## src/rtl/lsu_writeback.sv

```systemverilog
// Load/store writeback stage: byte/half/word accesses over a req/ready memory port.
// Optional misaligned-access trap is enabled with `define LSU_MISALIGN_TRAP_EN.
//
// state  | meaning
// IDLE   | ALU/link writeback at zero latency, or latch a memory op
// ACCESS | mem_req held until mem_ready
// DONE   | one-cycle writeback of load data (or store/trap completion)
module lsu_writeback #(
   parameter int DATA_WIDTH = 32,
   parameter int ADDR_WIDTH = 32
) (
   input  logic                  clk,
   input  logic                  rst,
   input  logic [DATA_WIDTH-1:0] ALUResult,
   input  logic [DATA_WIDTH-1:0] WriteData,
   input  logic [DATA_WIDTH-1:0] PCPlus4,
   input  logic [2:0]            funct3,
   input  logic                  MemRead,
   input  logic                  MemWrite,
   input  logic [1:0]            ResultSrc,
   output logic [DATA_WIDTH-1:0] Result,
   output logic                  RegWrite_ok,
   output logic                  Stall,
   output logic                  mem_req,
   output logic                  mem_we,
   output logic [ADDR_WIDTH-1:0] mem_addr,
   output logic [DATA_WIDTH-1:0] mem_wdata,
   output logic [3:0]            mem_wstrb,
   input  logic [DATA_WIDTH-1:0] mem_rdata,
   input  logic                  mem_ready
`ifdef LSU_MISALIGN_TRAP_EN
   ,
   output logic                  misalign
`endif
);

   localparam logic [1:0] IDLE   = 2'd0;
   localparam logic [1:0] ACCESS = 2'd1;
   localparam logic [1:0] DONE   = 2'd2;

   logic [1:0]            state;
   logic                  req;
   logic [1:0]            off;
   logic                  misaligned_req;
   logic [3:0]            st_strb;
   logic [DATA_WIDTH-1:0] st_data;
   logic [DATA_WIDTH-1:0] alu_mux;

   logic [2:0]            f3_q;
   logic [1:0]            off_q;
   logic                  load_op_q;
   logic                  misalign_q;
   logic [DATA_WIDTH-1:0] load_q;
   logic [7:0]            ld_byte;
   logic [15:0]           ld_half;
   logic [DATA_WIDTH-1:0] ld_data;

   assign req     = MemRead | MemWrite;
   assign off     = ALUResult[1:0];
   assign alu_mux = (ResultSrc == 2'b10) ? PCPlus4 : ALUResult;
   assign mem_req = (state == ACCESS);

`ifdef LSU_MISALIGN_TRAP_EN
   assign misaligned_req = ((funct3[1:0] == 2'b01) && off[0]) ||
                           (funct3[1] && (off != 2'b00));
   assign misalign       = misalign_q;
`else
   assign misaligned_req = 1'b0;
`endif

   // funct3[1:0]: 00 byte, 01 half, 1x word (covers the undefined encodings)
   always_comb begin
      st_strb = 4'b1111;
      st_data = WriteData;
      case (funct3[1:0])
         2'b00: begin
            st_strb = 4'b0001 << off;
            st_data = {4{WriteData[7:0]}};
         end
         2'b01: begin
            st_strb = off[1] ? 4'b1100 : 4'b0011;
            st_data = {2{WriteData[15:0]}};
         end
         default: begin
            st_strb = 4'b1111;
            st_data = WriteData;
         end
      endcase
   end

   always_comb begin
      ld_byte = mem_rdata[7:0];
      case (off_q)
         2'd0:    ld_byte = mem_rdata[7:0];
         2'd1:    ld_byte = mem_rdata[15:8];
         2'd2:    ld_byte = mem_rdata[23:16];
         default: ld_byte = mem_rdata[31:24];
      endcase
      ld_half = off_q[1] ? mem_rdata[31:16] : mem_rdata[15:0];
      case (f3_q)
         3'b000:  ld_data = {{(DATA_WIDTH-8){ld_byte[7]}}, ld_byte};
         3'b001:  ld_data = {{(DATA_WIDTH-16){ld_half[15]}}, ld_half};
         3'b100:  ld_data = {{(DATA_WIDTH-8){1'b0}}, ld_byte};
         3'b101:  ld_data = {{(DATA_WIDTH-16){1'b0}}, ld_half};
         default: ld_data = mem_rdata;
      endcase
   end

   always_ff @(posedge clk) begin
      if (rst) begin
         state      <= IDLE;
         mem_we     <= 1'b0;
         mem_addr   <= '0;
         mem_wdata  <= '0;
         mem_wstrb  <= 4'b0000;
         f3_q       <= 3'b000;
         off_q      <= 2'b00;
         load_op_q  <= 1'b0;
         misalign_q <= 1'b0;
         load_q     <= '0;
      end else begin
         misalign_q <= 1'b0;
         case (state)
            IDLE: begin
               if (req) begin
                  // store wins when both MemRead and MemWrite are set
                  mem_we    <= MemWrite;
                  mem_addr  <= {ALUResult[ADDR_WIDTH-1:2], 2'b00};
                  mem_wdata <= st_data;
                  mem_wstrb <= MemWrite ? st_strb : 4'b0000;
                  f3_q      <= funct3;
                  off_q     <= off;
                  load_op_q <= ~MemWrite;
                  if (misaligned_req) begin
                     state      <= DONE;
                     misalign_q <= 1'b1;
                  end else begin
                     state <= ACCESS;
                  end
               end
            end
            ACCESS: begin
               if (mem_ready) begin
                  state <= DONE;
                  if (load_op_q) load_q <= ld_data;
               end
            end
            DONE:    state <= IDLE;
            default: state <= IDLE;
         endcase
      end
   end

   // outputs forced quiet while reset is held so nothing writes back
   always_comb begin
      Result      = '0;
      RegWrite_ok = 1'b0;
      Stall       = 1'b0;
      if (!rst) begin
         case (state)
            IDLE: begin
               Result      = alu_mux;
               Stall       = req;
               RegWrite_ok = ~req;
            end
            ACCESS: Stall = 1'b1;
            DONE: begin
               Result      = load_op_q ? load_q : alu_mux;
               RegWrite_ok = load_op_q & ~misalign_q;
            end
            default: begin
               Result      = '0;
               RegWrite_ok = 1'b0;
               Stall       = 1'b0;
            end
         endcase
      end
   end

endmodule

```

## config.mk

```make
export PLATFORM = sky130hd
export DESIGN_NAME = lsu_writeback
export DESIGN_NICKNAME = d
export VERILOG_FILES = /design/src/rtl/lsu_writeback.sv
export SDC_FILE = /design/constraint.sdc
export NUM_CORES = 1
export LEC_CHECK = 0
export ABC_AREA = 1
export BUFFER_PORTS_ARGS = -buffer_cell sky130_fd_sc_hd__buf_4
export CELL_PAD_IN_SITES_DETAIL_PLACEMENT = 1
export CELL_PAD_IN_SITES_GLOBAL_PLACEMENT = 2
export CORE_MARGIN = 3
export CORE_UTILIZATION = 26
export CTS_CLUSTER_DIAMETER = 50
export DETAILED_ROUTE_END_ITERATION = 6
export PLACE_DENSITY_LB_ADDON = 0.1
export SYNTH_ARGS = -nofsm -noshare
export SYNTH_HDL_FRONTEND = slang
export SYNTH_SLANG_ARGS = --single-unit
export TNS_END_PERCENT = 1
```

## constraint.sdc

```tcl
create_clock -name clk -period 3.7 [get_ports clk]
set_input_delay 0.37 -clock clk [delete_from_list [all_inputs] [get_ports clk]]
set_output_delay 0.37 -clock clk [all_outputs]
set_load 0.01 [all_outputs]
```

==> results of run 1 <==
==> synthesized netlist by cell type (all sizes together) <==
cell / count / share of area [%]
a31oi: 10 / 1.1
nand4: 1 / 0.11
or2: 5 / 0.57
a21oi: 82 / 7.5
nor3: 3 / 0.46
dfxtp: 107 / 39
nand3: 17 / 1.7
o22ai: 11 / 1.3
clkbuf: 34 / 2.3
conb: 1 / 0.069
o21ai: 141 / 13
inv: 74 / 5.1
a211oi: 1 / 0.14
nor2: 139 / 9.7
nor3b: 1 / 0.14
buf: 26 / 2.6
a2bb2oi: 10 / 1.6
o211ai: 1 / 0.14
a22oi: 1 / 0.14
o21a: 18 / 2.5
nand2: 151 / 10
==> worst reg2reg max path, stage by stage, from the launching register on <==
cell and delay [ns]:
sky130_fd_sc_hd__dfxtp_1 0.88, sky130_fd_sc_hd__inv_2 0.19, sky130_fd_sc_hd__nand3_1 0.19, sky130_fd_sc_hd__nand3_2 0.24, sky130_fd_sc_hd__nand2_2 0.39, sky130_fd_sc_hd__o21ai_1 0.11
sky130_fd_sc_hd__inv_1 0.06
==> where the power goes <==
group	internal (mW)	switching (mW)
logic	0.415	0.548
registers	1.26	0.0693
clock network	0.531	0.481
==> layer usage <==
layer  global-route usage [%]  vias to the layer above  wire length, microns
met5                        0                        -                     0
met4                     6.26                        0                   430
met3                     3.10                       21                  1360
met2                     30.9                      159                 10700
met1                     30.7                     2849                 11800
li1                         -                     3139                     -
==> registers in the layout, summed over array words and instances (netlist names) <==
| signal | flops |
|---|---|
| mem_wstrb | 4 |
| off_q | 2 |
| load_op_q | 1 |
| load_q | 32 |
| mem_addr | 30 |
| mem_wdata | 32 |
| state | 2 |
| f3_q | 3 |
| mem_we | 1 |
==> path summary, 6_finish.rpt <==
check / start / end / slack, ns / cells past startpoint
setup / recovery: state[1]$_SDFFE_PP0P_ / Result[3] / 1.13 / 6
hold / removal: WriteData[24] / mem_wdata[24]$_SDFFE_PP0P_ / 0.27 / 3
setup reg to reg: off_q[1]$_SDFFE_PP0P_ / load_q[19]$_SDFFE_PP0P_ / 1.58 / 6
hold reg to reg: mem_wdata[22]$_SDFFE_PP0P_ / mem_wdata[22]$_SDFFE_PP0P_ / 0.47 / 2
==> cells by family after synthesis <==
group,share of synthesized area (%)
simple gates,23.1
other cells,0.0689
buf+inv,10.0
compound gates,27.4
flops,39.3
==> area by class of cell <==
class | count | area [sq um] | area share, %
repair buffers | 250 | 1890 | 24.4
well taps | 270 | 338 | 4.37
flip-flops and latches | 107 | 2140 | 27.7
clock inverters | 7 | 77.6 | 1.00
multi-input cells | 594 | 2780 | 36.0
inverters | 74 | 278 | 3.59
clock buffers | 9 | 225 | 2.91
==> through the flow <==
step	total power, mW	setup WS (ns)	hold WS [ns]	cells	instance area, sq um
floorplan	1.85	2.06	0.458	835	5450
global placement	2.32	1.37	0.454	1295	7430
detailed placement	2.33	1.29	0.458	1295	7430
CTS	3.34	1.12	0.255	1311	7730
global route	3.50	0.939	0.276	1311	7730
finish	3.30	1.13	0.267	1311	7730
==> layout by cell type (no fill, tap or decap), types with 2 or more instances in the layout <==
cell and n:
sky130_fd_sc_hd__inv_2 4, sky130_fd_sc_hd__o22ai_1 11, sky130_fd_sc_hd__inv_1 69, sky130_fd_sc_hd__a2bb2oi_1 10, sky130_fd_sc_hd__nand2_1 150, sky130_fd_sc_hd__a31oi_1 10
sky130_fd_sc_hd__a21oi_1 81, sky130_fd_sc_hd__o21ai_0 101, sky130_fd_sc_hd__or2_2 5, sky130_fd_sc_hd__conb_1 2, sky130_fd_sc_hd__nand3_1 16, sky130_fd_sc_hd__o21ai_1 39
sky130_fd_sc_hd__o21a_1 18, sky130_fd_sc_hd__dfxtp_1 107, sky130_fd_sc_hd__buf_4 249, sky130_fd_sc_hd__nor2_1 137, sky130_fd_sc_hd__clkinvlp_4 3, sky130_fd_sc_hd__clkbuf_16 9
==> results.json, run 1 <==
{
  "critical-path-max-stage-delay_ns": 0.46,
  "cts_root_buf": "sky130_fd_sc_hd__clkbuf_16",
  "hold_path.class": "input port to register",
  "total_cts_buffers": 9,
  "number_of_antenna_violations_at_the_first_check_in_global_routing": 0,
  "timing.critical_path.required_ns": 3.33,
  "finish.utilization_pct": 37.8,
  "final_layout_fill_cell_count": 2669,
  "final_min_period_over_clock_period_pct": 69.5,
  "synth_seq_area_share_pct": 39.3,
  "clk_pin_slew_ns": 0.08,
  "deepest_level_of_the_cts_h_tree": 3,
  "worst_setup_path_start_kind": "register",
  "fp.dieW_microns": 151,
  "synth_warnings": 0,
  "min_period_ns": 2.57,
  "total_of_flip_flops_plus_latches_after_synthesis": 107,
  "largest_delay_contributor_family_on_the_critical_path": "compound AO/OA/AOI/OAI gates",
  "top_level_ports": 242,
  "outcome": "finished, final reports clean",
  "ant_nets": 0,
  "final-hold-violation-count": 0,
  "global_route_wire_length_before_repair_microns": 36300,
  "clock.fmax_ghz": 0.389,
  "die_height_microns": 151,
  "final.setup_skew_ns": 0.00920,
  "core_area_sq_um": 20400,
  "final_layout_size_suffix_gt1_share_pct": 27.2,
  "cts_tree": "yes",
  "slew_at_the_pin_with_the_worst_max_slew_slack_ns": 0.887,
  "global_route.usage.total_pct": 20.7,
  "criticalPathCategory": "register to output port",
  "worstPathCellList": "a21oi_2, buf_4, o21a_1, o21ai_1, a21oi_1, buf_4",
  "synthesis.area_sq_um": 5440,
  "crit_path_top_delay_cell": "sky130_fd_sc_hd__a21oi_2",
  "ys_types": 29,
  "worst-path-buf-inv": 2,
  "die_area_sq_um": 22700,
  "cts.hold.buffers_added": 0,
  "synthToLayoutAreaGrowth_pct": 42.0,
  "final_net_count": 1174,
  "grt_setup_unrepaired": "false",
  "vdd_ir_drop_max_uv": 163,
  "timing.critical_path.to_type": "output port",
  "globalRoute.totalOverflow": 0,
  "grt_pass1_vias": 6091,
  "skew_pair_late_insertion_delay_ns": 0.36,
  "floorplan.initialDensity_pct": 26.6,
  "std_cell_rows": 52,
  "pwr_density_cell_nw_per_um2": 427,
  "place.port_buffers": 239,
  "slew_headroom_pct": 40.9,
  "dpl.hpwl_microns": 18400,
  "setup_viol": 0,
  "initialDrtViolationCount": 316,
  "vias": 6168,
  "cts.repair.resized": 0,
  "routed_wire_length_per_instance_microns": 18.6,
  "max-cap-violations": 0,
  "route.detailed.drc": 0,
  "slew_viol_final": 0,
  "router_iterations_before_antenna_repair": 4,
  "cellLeakagePower_nw": 3.63,
  "crit_arrival_ns": 2.20,
  "cts.sink_count": 107,
  "timing.critical_path.fanout_max": 22,
  "cts_post_setup_buffers_inserted": 0,
  "gp_congestion": 0.794,
  "fin_setup_tns_ns": 0,
  "cts_max_path_buffers": 2,
  "number_of_diodes_added_for_antenna_fixing": 0,
  "netlist_instances": 834,
  "route.detailed.vias_per_inst": 4.70,
  "critical_path.most_common_cell": "sky130_fd_sc_hd__buf_4",
  "mean_instance_size_in_the_synthesized_netlist_sq_um": 6.53,
  "routed_wl_microns": 24300,
  "maximum_number_of_pins_on_one_net_before_global_route_repair": 80
}
Note: power is estimated with default switching activity, not from simulation.
==> inputs of run 2 (changes only) <==
Settings changed: CORE_UTILIZATION 26 to 24.
Clock period 3.7 ns to 2.65 ns, I/O delays scaled along.
==> results.json, run 2 (synthesis gave the netlist of run 1 again) <==
{
  "die_height_microns": 157,
  "cts.hold.buffers_added": 0,
  "criticalPathCategory": "register to output port",
  "cts_root_buf": "sky130_fd_sc_hd__clkbuf_16",
  "maximum_number_of_pins_on_one_net_before_global_route_repair": 63,
  "timing.critical_path.to_type": "output port",
  "multi_input_area_sq_um": 2780,
  "worst_setup_path_startpoint": "state[1]$_SDFFE_PP0P_",
  "total_cts_buffers": 9,
  "worst_r2r_path_depth": 6,
  "timing.critical_path.fanout_max": 27,
  "crit_arrival_ns": 2.14,
  "max-cap-violations": 0,
  "worst_setup_path_start_kind": "register",
  "final.setup_skew_ns": 0.00767,
  "crit_path_top_delay_cell": "sky130_fd_sc_hd__dfxtp_1",
  "cts_post_setup_buffers_inserted": 0,
  "slew_headroom_pct": 53.3,
  "core_area_sq_um": 22000,
  "worst-path-stages": 6,
  "number_of_diodes_added_for_antenna_fixing": 0,
  "global_route.usage.total_pct": 19.7,
  "fp.dieW_microns": 157,
  "floorplan.initialDensity_pct": 24.7,
  "launch_instance_of_the_worst_min_delay_path": "WriteData[25]",
  "final_layout_size_suffix_gt1_share_pct": 27.5,
  "grt_pass1_vias": 6218,
  "initialDrtViolationCount": 353,
  "layout_commonest_cell": "sky130_fd_sc_hd__buf_4",
  "global_route_wire_length_before_repair_microns": 37400,
  "cts.repair.resized": 0,
  "clk_pin_slew_ns": 0.08,
  "synthToLayoutAreaGrowth_pct": 42.8,
  "cts_tree": "yes",
  "vdd_ir_drop_max_uv": 214,
  "route.detailed.vias_per_inst": 4.66,
  "routed_wl_microns": 24900,
  "route.detailed.drc": 0,
  "most-common-layout-cells": "sky130_fd_sc_hd__buf_4 (254), sky130_fd_sc_hd__nand2_1 (150), sky130_fd_sc_hd__nor2_1 (137), sky130_fd_sc_hd__dfxtp_1 (107), sky130_fd_sc_hd__o21ai_0 (101)",
  "cts_max_path_buffers": 2,
  "final_layout_fill_cell_count": 2813,
  "preCtsSetupSlack_ns": 0.516,
  "fin_setup_tns_ns": 0,
  "worstPathCellList": "nor2_1, o21ai_4, inv_2, nor2_1, nor2_1, buf_4",
  "min_period_ns": 2.40,
  "slew_viol_final": 0,
  "final.setup.worst_slack_ns": 0.249,
  "cellLeakagePower_nw": 3.64,
  "r2r_start": "state[1]$_SDFFE_PP0P_",
  "hold-path-cell-count": 3,
  "router_iterations_before_antenna_repair": 5,
  "clock.fmax_ghz": 0.416,
  "setup_viol": 0,
  "routed_wire_length_per_instance_microns": 18.8,
  "deepest_level_of_the_cts_h_tree": 3,
  "final_min_period_over_clock_period_pct": 90.6,
  "std_cell_rows": 54,
  "cts.sink_count": 107,
  "globalRoute.totalOverflow": 0,
  "critical_path.most_common_cell": "sky130_fd_sc_hd__nor2_1",
  "final-seq-area_sq_um": 2140,
  "hold_path.class": "input port to register",
  "grt_setup_unrepaired": "false",
  "largest_delay_contributor_family_on_the_critical_path": "buffers and inverters",
  "skew_pair_late_insertion_delay_ns": 0.36,
  "ant_nets": 0,
  "number_of_antenna_violations_at_the_first_check_in_global_routing": 0,
  "top_level_ports": 242,
  "timing.critical_path.required_ns": 2.38,
  "die_area_sq_um": 24500,
  "final.hold.worst_slack_ns": 0.170,
  "worst-path-buf-inv": 2,
  "dpl.hpwl_microns": 19200,
  "largestRegisters": "load_q (32), mem_wdata (32), mem_addr (30)",
  "final_net_count": 1180,
  "final-hold-violation-count": 0,
  "place.port_buffers": 239,
  "critical-path-max-stage-delay_ns": 0.48,
  "pwr_density_cell_nw_per_um2": 582,
  "vias": 6188,
  "outcome": "finished, final reports clean",
  "slew_at_the_pin_with_the_worst_max_slew_slack_ns": 0.698,
  "gp_congestion": 0.816
}
run 2: layer usage:
| metal | up-vias | track usage (%) | share of wire [%] |
|---|---|---|---|
| met5 | - | 0 | 0 |
| met4 | 0 | 3.71 | 0.81 |
| met3 | 11 | 3.07 | 4.6 |
| met2 | 162 | 29.8 | 44 |
| met1 | 2874 | 29.8 | 51 |
| li1 | 3141 | - | - |
run 2: worst paths after layout:
path | slack (ns) | endpoint
max | 0.25 | Stall
min | 0.17 | mem_wdata[25]$_SDFFE_PP0P_
max reg2reg | 0.66 | mem_addr[16]$_SDFFE_PP0P_
min reg2reg | 0.47 | mem_wdata[4]$_SDFFE_PP0P_
run 2: tightest hold or removal path, stage by stage:
cell	delay [ns]
sky130_fd_sc_hd__buf_4	0.11
sky130_fd_sc_hd__nand2_1	0.05
sky130_fd_sc_hd__a21oi_1	0.06
run 2: layout make-up:
class / count / area share (%)
Timing Repair Buffer: 256 / 25.0
Tap cell: 280 / 4.51
Multi-Input combinational cell: 594 / 35.8
Clock buffer: 11 / 2.99
Clock inverter: 5 / 0.515
Sequential cell: 107 / 27.6
Inverter: 74 / 3.57
run 2: power by group:
part           total, mW  switching, mW  internal [mW]
clock network       1.30          0.654          0.644
logic               1.39          0.795          0.595
registers           1.84         0.0861           1.75
run 2: metrics by stage:
| stage | power (mW) | utilization (%) | instance area [sq um] | std cells |
|---|---|---|---|---|
| detailed placement | 3.28 | 34.0 | 7500 | 1311 |
| global placement | 3.27 | 34.0 | 7500 | 1311 |
| CTS | 4.60 | 35.3 | 7770 | 1327 |
| finish | 4.53 | 35.3 | 7770 | 1327 |
| floorplan | 2.58 | - | 5450 | 835 |
| global route | 4.82 | 35.3 | 7770 | 1327 |
